**src/rtl/ng_dsp_scan_if.sv**
```systemverilog
// ============================================================================
// ng_dsp_scan_if : scan-serializer link bundle (buffer side + display side)
// Revision 1.0
// ============================================================================
`default_nettype none

interface ng_dsp_scan_if;
   logic       EN;
   logic [7:0] DSP_IN;
   logic [3:0] SEL;
   logic       SCLK;
   logic       SDATA;
   logic       SLATCH;
   logic       BUSY;
   logic       FRAME_DONE;

   modport master (
      input  EN,
      input  DSP_IN,
      output SEL,
      output SCLK,
      output SDATA,
      output SLATCH,
      output BUSY,
      output FRAME_DONE
   );

   modport slave (
      output EN,
      output DSP_IN,
      input  SEL,
      input  SCLK,
      input  SDATA,
      input  SLATCH,
      input  BUSY,
      input  FRAME_DONE
   );
endinterface

`default_nettype wire

```
**src/rtl/ng_dsp_scan.sv**
```systemverilog
// ============================================================================
// ng_dsp_scan : display scan serializer, {SEL,DSP_IN} shifted MSB-first
// Revision 1.0
// ============================================================================
`default_nettype none

module ng_dsp_scan #(
   parameter int CLK_DIV   = 4,
   parameter int FRAME_GAP = 16,
   parameter int LAST_SEL  = 15
) (
   input  wire logic     CLK2,
   input  wire logic     RESET,
   ng_dsp_scan_if.master bus
);

   localparam logic [7:0]  c_DIV_LAST = 8'(CLK_DIV - 1);
   localparam logic [15:0] c_GAP_LAST = 16'(FRAME_GAP - 1);
   localparam logic [3:0]  c_LAST_SEL = 4'(LAST_SEL);
   localparam logic [7:0]  c_SETTLE_LAST = 8'd1;

   typedef enum logic [2:0] {
      S_IDLE   = 3'd0,
      S_SETTLE = 3'd1,
      S_LOAD   = 3'd2,
      S_SHIFT  = 3'd3,
      S_LATCH  = 3'd4,
      S_NEXT   = 3'd5,
      S_GAP    = 3'd6
   } state_t;

   state_t      r_state, w_state;
   logic [7:0]  r_div, w_div;
   logic [15:0] r_gap, w_gap;
   logic [3:0]  r_bit, w_bit;
   logic        r_phase, w_phase;
   logic [11:0] r_shreg, w_shreg;
   logic [3:0]  r_sel, w_sel;

   logic        r_sclk;
   logic        r_sdata;
   logic        r_slatch;
   logic        r_busy;
   logic        r_frame_done;

   always_comb begin
      w_state = r_state;
      w_div   = r_div;
      w_gap   = r_gap;
      w_bit   = r_bit;
      w_phase = r_phase;
      w_shreg = r_shreg;
      w_sel   = r_sel;
      case (r_state)
         S_IDLE: begin
            w_sel = 4'd0;
            if (bus.EN) begin
               w_state = S_SETTLE;
               w_div   = c_SETTLE_LAST;
            end
         end
         S_SETTLE: begin
            if (r_div == 8'd0) w_state = S_LOAD;
            else               w_div   = r_div - 8'd1;
         end
         S_LOAD: begin
            w_state = S_SHIFT;
            w_shreg = {r_sel, bus.DSP_IN};
            w_bit   = 4'd11;
            w_phase = 1'b0;
            w_div   = c_DIV_LAST;
         end
         S_SHIFT: begin
            // r_phase selects the low (0) or high (1) half of the bit
            if (r_div != 8'd0) begin
               w_div = r_div - 8'd1;
            end else if (!r_phase) begin
               w_phase = 1'b1;
               w_div   = c_DIV_LAST;
            end else if (r_bit == 4'd0) begin
               w_state = S_LATCH;
               w_phase = 1'b0;
               w_div   = c_DIV_LAST;
            end else begin
               w_bit   = r_bit - 4'd1;
               w_shreg = {r_shreg[10:0], 1'b0};
               w_phase = 1'b0;
               w_div   = c_DIV_LAST;
            end
         end
         S_LATCH: begin
            if (r_div == 8'd0) w_state = S_NEXT;
            else               w_div   = r_div - 8'd1;
         end
         S_NEXT: begin
            if (r_sel == c_LAST_SEL) begin
               w_sel   = 4'd0;
               w_state = S_GAP;
               w_gap   = c_GAP_LAST;
            end else begin
               w_sel   = r_sel + 4'd1;
               w_state = S_SETTLE;
               w_div   = c_SETTLE_LAST;
            end
         end
         S_GAP: begin
            if (r_gap == 16'd0) begin
               if (bus.EN) begin
                  w_state = S_SETTLE;
                  w_div   = c_SETTLE_LAST;
               end else begin
                  w_state = S_IDLE;
               end
            end else begin
               w_gap = r_gap - 16'd1;
            end
         end
         default: w_state = S_IDLE;
      endcase
   end

   // Outputs are registered from the next-state values so they line up with r_state
   always_ff @(posedge CLK2) begin
      if (RESET) begin
         r_state      <= S_IDLE;
         r_div        <= 8'd0;
         r_gap        <= 16'd0;
         r_bit        <= 4'd0;
         r_phase      <= 1'b0;
         r_shreg      <= 12'd0;
         r_sel        <= 4'd0;
         r_sclk       <= 1'b0;
         r_sdata      <= 1'b0;
         r_slatch     <= 1'b0;
         r_busy       <= 1'b0;
         r_frame_done <= 1'b0;
      end else begin
         r_state      <= w_state;
         r_div        <= w_div;
         r_gap        <= w_gap;
         r_bit        <= w_bit;
         r_phase      <= w_phase;
         r_shreg      <= w_shreg;
         r_sel        <= w_sel;
         r_sclk       <= (w_state == S_SHIFT) && w_phase;
         r_sdata      <= (w_state == S_SHIFT) && w_shreg[11];
         r_slatch     <= (w_state == S_LATCH);
         r_busy       <= (w_state != S_IDLE);
         r_frame_done <= (w_state == S_NEXT) && (r_sel == c_LAST_SEL);
      end
   end

   assign bus.SEL        = r_sel;
   assign bus.SCLK       = r_sclk;
   assign bus.SDATA      = r_sdata;
   assign bus.SLATCH     = r_slatch;
   assign bus.BUSY       = r_busy;
   assign bus.FRAME_DONE = r_frame_done;

endmodule

`default_nettype wire

```
**src/flat_wrapper.sv**
```systemverilog
// flat-port wrapper written by rule: the top's interface ports become plain ports
module ng_dsp_scan_flat 
#(
   parameter int CLK_DIV   = 4,
   parameter int FRAME_GAP = 16,
   parameter int LAST_SEL  = 15
)
  (CLK2, RESET, bus_EN, bus_DSP_IN, bus_SEL, bus_SCLK, bus_SDATA, bus_SLATCH, bus_BUSY, bus_FRAME_DONE);
  ng_dsp_scan_if bus_i ();
  input  wire logic CLK2;
  input  wire logic RESET;
  input wire logic [$bits(bus_i.EN)-1:0] bus_EN;
  input wire logic [$bits(bus_i.DSP_IN)-1:0] bus_DSP_IN;
  output wire logic [$bits(bus_i.SEL)-1:0] bus_SEL;
  output wire logic [$bits(bus_i.SCLK)-1:0] bus_SCLK;
  output wire logic [$bits(bus_i.SDATA)-1:0] bus_SDATA;
  output wire logic [$bits(bus_i.SLATCH)-1:0] bus_SLATCH;
  output wire logic [$bits(bus_i.BUSY)-1:0] bus_BUSY;
  output wire logic [$bits(bus_i.FRAME_DONE)-1:0] bus_FRAME_DONE;
  assign bus_i.EN = bus_EN;
  assign bus_i.DSP_IN = bus_DSP_IN;
  assign bus_SEL = bus_i.SEL;
  assign bus_SCLK = bus_i.SCLK;
  assign bus_SDATA = bus_i.SDATA;
  assign bus_SLATCH = bus_i.SLATCH;
  assign bus_BUSY = bus_i.BUSY;
  assign bus_FRAME_DONE = bus_i.FRAME_DONE;
  ng_dsp_scan #(.CLK_DIV(CLK_DIV), .FRAME_GAP(FRAME_GAP), .LAST_SEL(LAST_SEL)) u_core (.CLK2(CLK2), .RESET(RESET), .bus(bus_i));
endmodule
```
**config.mk**
```make
export PLATFORM = sky130hd
export DESIGN_NAME = ng_dsp_scan_flat
export DESIGN_NICKNAME = d
export VERILOG_FILES = /design/src/rtl/ng_dsp_scan_if.sv /design/src/rtl/ng_dsp_scan.sv /design/src/flat_wrapper.sv
export SDC_FILE = /design/constraint.sdc
export NUM_CORES = 1
export LEC_CHECK = 0
export ABC_AREA = 1
export CAP_MARGIN = 20
export CORE_MARGIN = 2
export CORE_UTILIZATION = 53
export DETAILED_ROUTE_END_ITERATION = 12
export HOLD_SLACK_MARGIN = 0.12
export MAX_ROUTING_LAYER = met4
export PLACE_DENSITY_LB_ADDON = 0.15
export SLEW_MARGIN = 40
export SYNTH_ARGS = -nofsm -noshare
export SYNTH_HDL_FRONTEND = slang
export SYNTH_SLANG_ARGS = --single-unit
export TNS_END_PERCENT = 1
```
**constraint.sdc**
```tcl
create_clock -name CLK2 -period 1.45 [get_ports CLK2]
set_input_delay 0.29 -clock CLK2 [delete_from_list [all_inputs] [get_ports CLK2]]
set_output_delay 0.29 -clock CLK2 [all_outputs]
set_load 0.1 [all_outputs]
```
==> flow_metrics.env <==
export IMPL_setup_slack_ns=-0.140
export IMPL_worst_ep_required_time_ns=1.65
export IMPL_die_w_um=79.7
export IMPL_worstMarginPinSlew_ns=0.314
export IMPL_fin_skew_ns=0.00719
export IMPL_clk_path_buf_depth=2
export IMPL_syn_inst=463
export IMPL_drv_cap=0
export IMPL_rrSetupSlack_ns=-0.14
export IMPL_dp_cells=612
export IMPL_cts_tree="done"
export IMPL_setup_viol=31
export IMPL_grt_usage_pct=27.1
export IMPL_synth_distinct_cells=29
export IMPL_drt_iter0_drc=181
export IMPL_crit_path_end_kind="flop"
export IMPL_seq_power_share_pct=28.9
export IMPL_hold_worst_slack_ns=0.469
export IMPL_drc_errors=0
export IMPL_dr_total_vias=3221
export IMPL_filler_cell_count=405
export IMPL_r2r_start="u_core.r_div[3]"
export IMPL_leakagePower_nw=1.97
export IMPL_ys_ff_latch=53
export IMPL_critPathLaunchType="flop"
export IMPL_worstSkewPairLatency_ns=0.31
export IMPL_syn_nets=480
export IMPL_start_util_pct=55.1
export IMPL_max_slew_margin_pct=78.8
export IMPL_clock_sinks=53
export IMPL_swShare_pct=42.7
export IMPL_row_count=27
export IMPL_period_minus_slack_ns=1.59
export IMPL_io_buffers=19
export IMPL_n_antenna_cell=0
export IMPL_ioPinCount=20
export IMPL_cp_arrival_ns=1.79
export IMPL_cp_startpoint="u_core.r_div[3]"
export IMPL_finalCoreUtilization_pct=77.3
export IMPL_drive_gt1_share_pct=32.8
export IMPL_setup_tns_final_ns=-2.19
export IMPL_fmax_ghz=0.629
export IMPL_p_sw_mw=2.72
export IMPL_drt_pass1_iterations=5
export IMPL_crit_path_max_fanout=7
export IMPL_yosys_warnings=0
export IMPL_dp_hpwl_um=5600
export IMPL_rsz0062_at_grt="true"
export IMPL_dieArea_um2=6350
export IMPL_clkPwrFrac_pct=15.9
export IMPL_p_comb_share_pct=55.1
export IMPL_cts_max_level=2
export IMPL_final_max_slew_viol_count=0
export IMPL_routed_wl_um=8020
export IMPL_finalNetCount=568
export IMPL_hold_viol_final=0
export IMPL_holdCritPathClass="flop to flop"
export IMPL_powerDensity_nw_per_um2=1500
export IMPL_synth_area_um2=3030
export IMPL_syn_area_per_cell_um2=6.55
export IMPL_violations="setup timing"
export IMPL_antenna_found_initial=0
export IMPL_fin_crit_sh_pct=110
export IMPL_wl_per_cell_um=12.9
export IMPL_ant_nets=0
export IMPL_grt_max_degree=18
export IMPL_fin_cells=624
export IMPL_status="complete, but fails checks"
export IMPL_viasPerCell=5.16
export IMPL_area_delta_synth_final_pct=40.3
export IMPL_cts_clk_slew_worst_paths_ns=0.10
export IMPL_grt_overflow=0
export IMPL_place_gp_congestion=0.873
export IMPL_cts_made_buffers=5
export IMPL_p_int_mw=3.66
export IMPL_path_class="flop to flop"
export IMPL_grt_pass1_vias=3215
export IMPL_grt_pass1_wl_um=13600
export IMPL_ir_worst_vdd_mv=1.08
export IMPL_clockRootBuffer="clkbuf_8"
export IMPL_core_area_um2=5510
export IMPL_die_y_um=79.7
export IMPL_hp_start="u_core.r_shreg[0]"
export IMPL_synth_seq_area_share_pct=35.0
-- layout by cell type, fill, tap and decap left out, types with 11 or more instances in the layout --
cell type	count
nand2_1	120
buf_4	66
nor2_1	42
dfxtp_1	42
inv_1	37
a21oi_1	34
nand3_1	33
nand2_2	18
o21ai_0	15
nand4_1	14
nor2_2	13
inv_2	11
buf_12	11
-- power groups by stage --
| stage | Combinational [mW] | Sequential [mW] | Clock, mW |
|---|---|---|---|
| global route | 3.88 | 1.87 | 1.09 |
| global placement | 3.01 | 1.85 | 0 |
| CTS | 3.30 | 1.84 | 1.03 |
| detailed placement | 3.09 | 1.85 | 0 |
| floorplan | 2.02 | 1.95 | 0 |
| finish | 3.52 | 1.85 | 1.02 |
-- cell type report --
type	count	area [um2]	area share [%]
inverters	49	184	4.32
clock buffers	6	72.6	1.70
clock inverters	2	35.0	0.823
multi-input cells	349	1910	44.8
repair buffers	93	883	20.8
flip-flops and latches	53	1080	25.5
well taps	72	90.1	2.12
-- logic make-up after synthesis --
logic type	after synthesis	share of synthesized area, %
compound gates	66	11.4
xor+xnor	7	2.02
fa+ha+maj	6	2.47
buf+inv	62	8.99
flops	53	35.0
simple gates	269	40.1
-- state kept, by name, summed over array words and instances, names as in the netlist --
name and count:
u_core.bus.BUSY 1, u_core.r_phase 1, u_core.r_state 3, u_core.bus.SCLK 1, u_core.bus.FRAME_DONE 1, u_core.r_div 8
u_core.r_gap 16, u_core.bus.SDATA 1, u_core.r_bit 4, u_core.r_shreg 12, u_core.bus.SLATCH 1, u_core.bus.SEL 4
-- cells in the mapped netlist, drive strengths merged --
master  count  area [um2]
nand3b      3        22.5
clkbuf      4        15.0
a211oi      1        12.5
a21oi      44         224
nor3        4        20.0
o21ai      19        95.1
buf         9        73.8
ha          6        75.1
clkinv      1        3.75
xor2        7        61.3
nand4      14        87.6
nor2       64         303
dfxtp      53        1060
nand2     142         558
inv        48         180
or2         1        6.26
o21bai      2        15.0
nand3      41         220
-- per-stage QoR --
stage	total power [mW]	cell area, um2	setup WS (ns)
2_1_floorplan	3.97	3080	-0.214
3_3_place_gp	4.85	3920	-0.174
6_report	6.38	4260	-0.140
4_1_cts	6.17	4160	-0.104
3_5_place_dp	4.94	3920	-0.215
5_1_grt	6.85	4260	-0.311
-- metal layers --
metal	vias up	GRT usage, %	share of wire (%)
li1	1663	-	-
met1	1487	31.6	44
met2	58	47.5	51
met3	13	4.19	3.4
met4	0	9.48	1.2
met5	-	-	0
-- final timing paths --
kind / endpoint / cells after the start
setup / recovery: u_core.bus.BUSY / 9
hold / removal: u_core.r_shreg[0] / 2
setup reg to reg: u_core.bus.BUSY / 9
hold reg to reg: u_core.r_shreg[0] / 2
-- timing repair --
item	in CTS	in global routing
setup endpoints to repair	48	47
hold buffers	0	0
gates resized for setup	37	28
buffers inserted	1	2
cloned	1	0
pin swaps	17	12
-- critical path, cell delays in order, from the launching register on --
cell     delay (ns)
dfxtp_1        0.34
nor2_2         0.18
nand2_2        0.11
nor2_4         0.17
buf_4          0.16
nand2_1        0.05
o21ai_1        0.10
nand4_1        0.18
nand2_2        0.13
nand3_1        0.08
(Power assumes the default switching activity.)
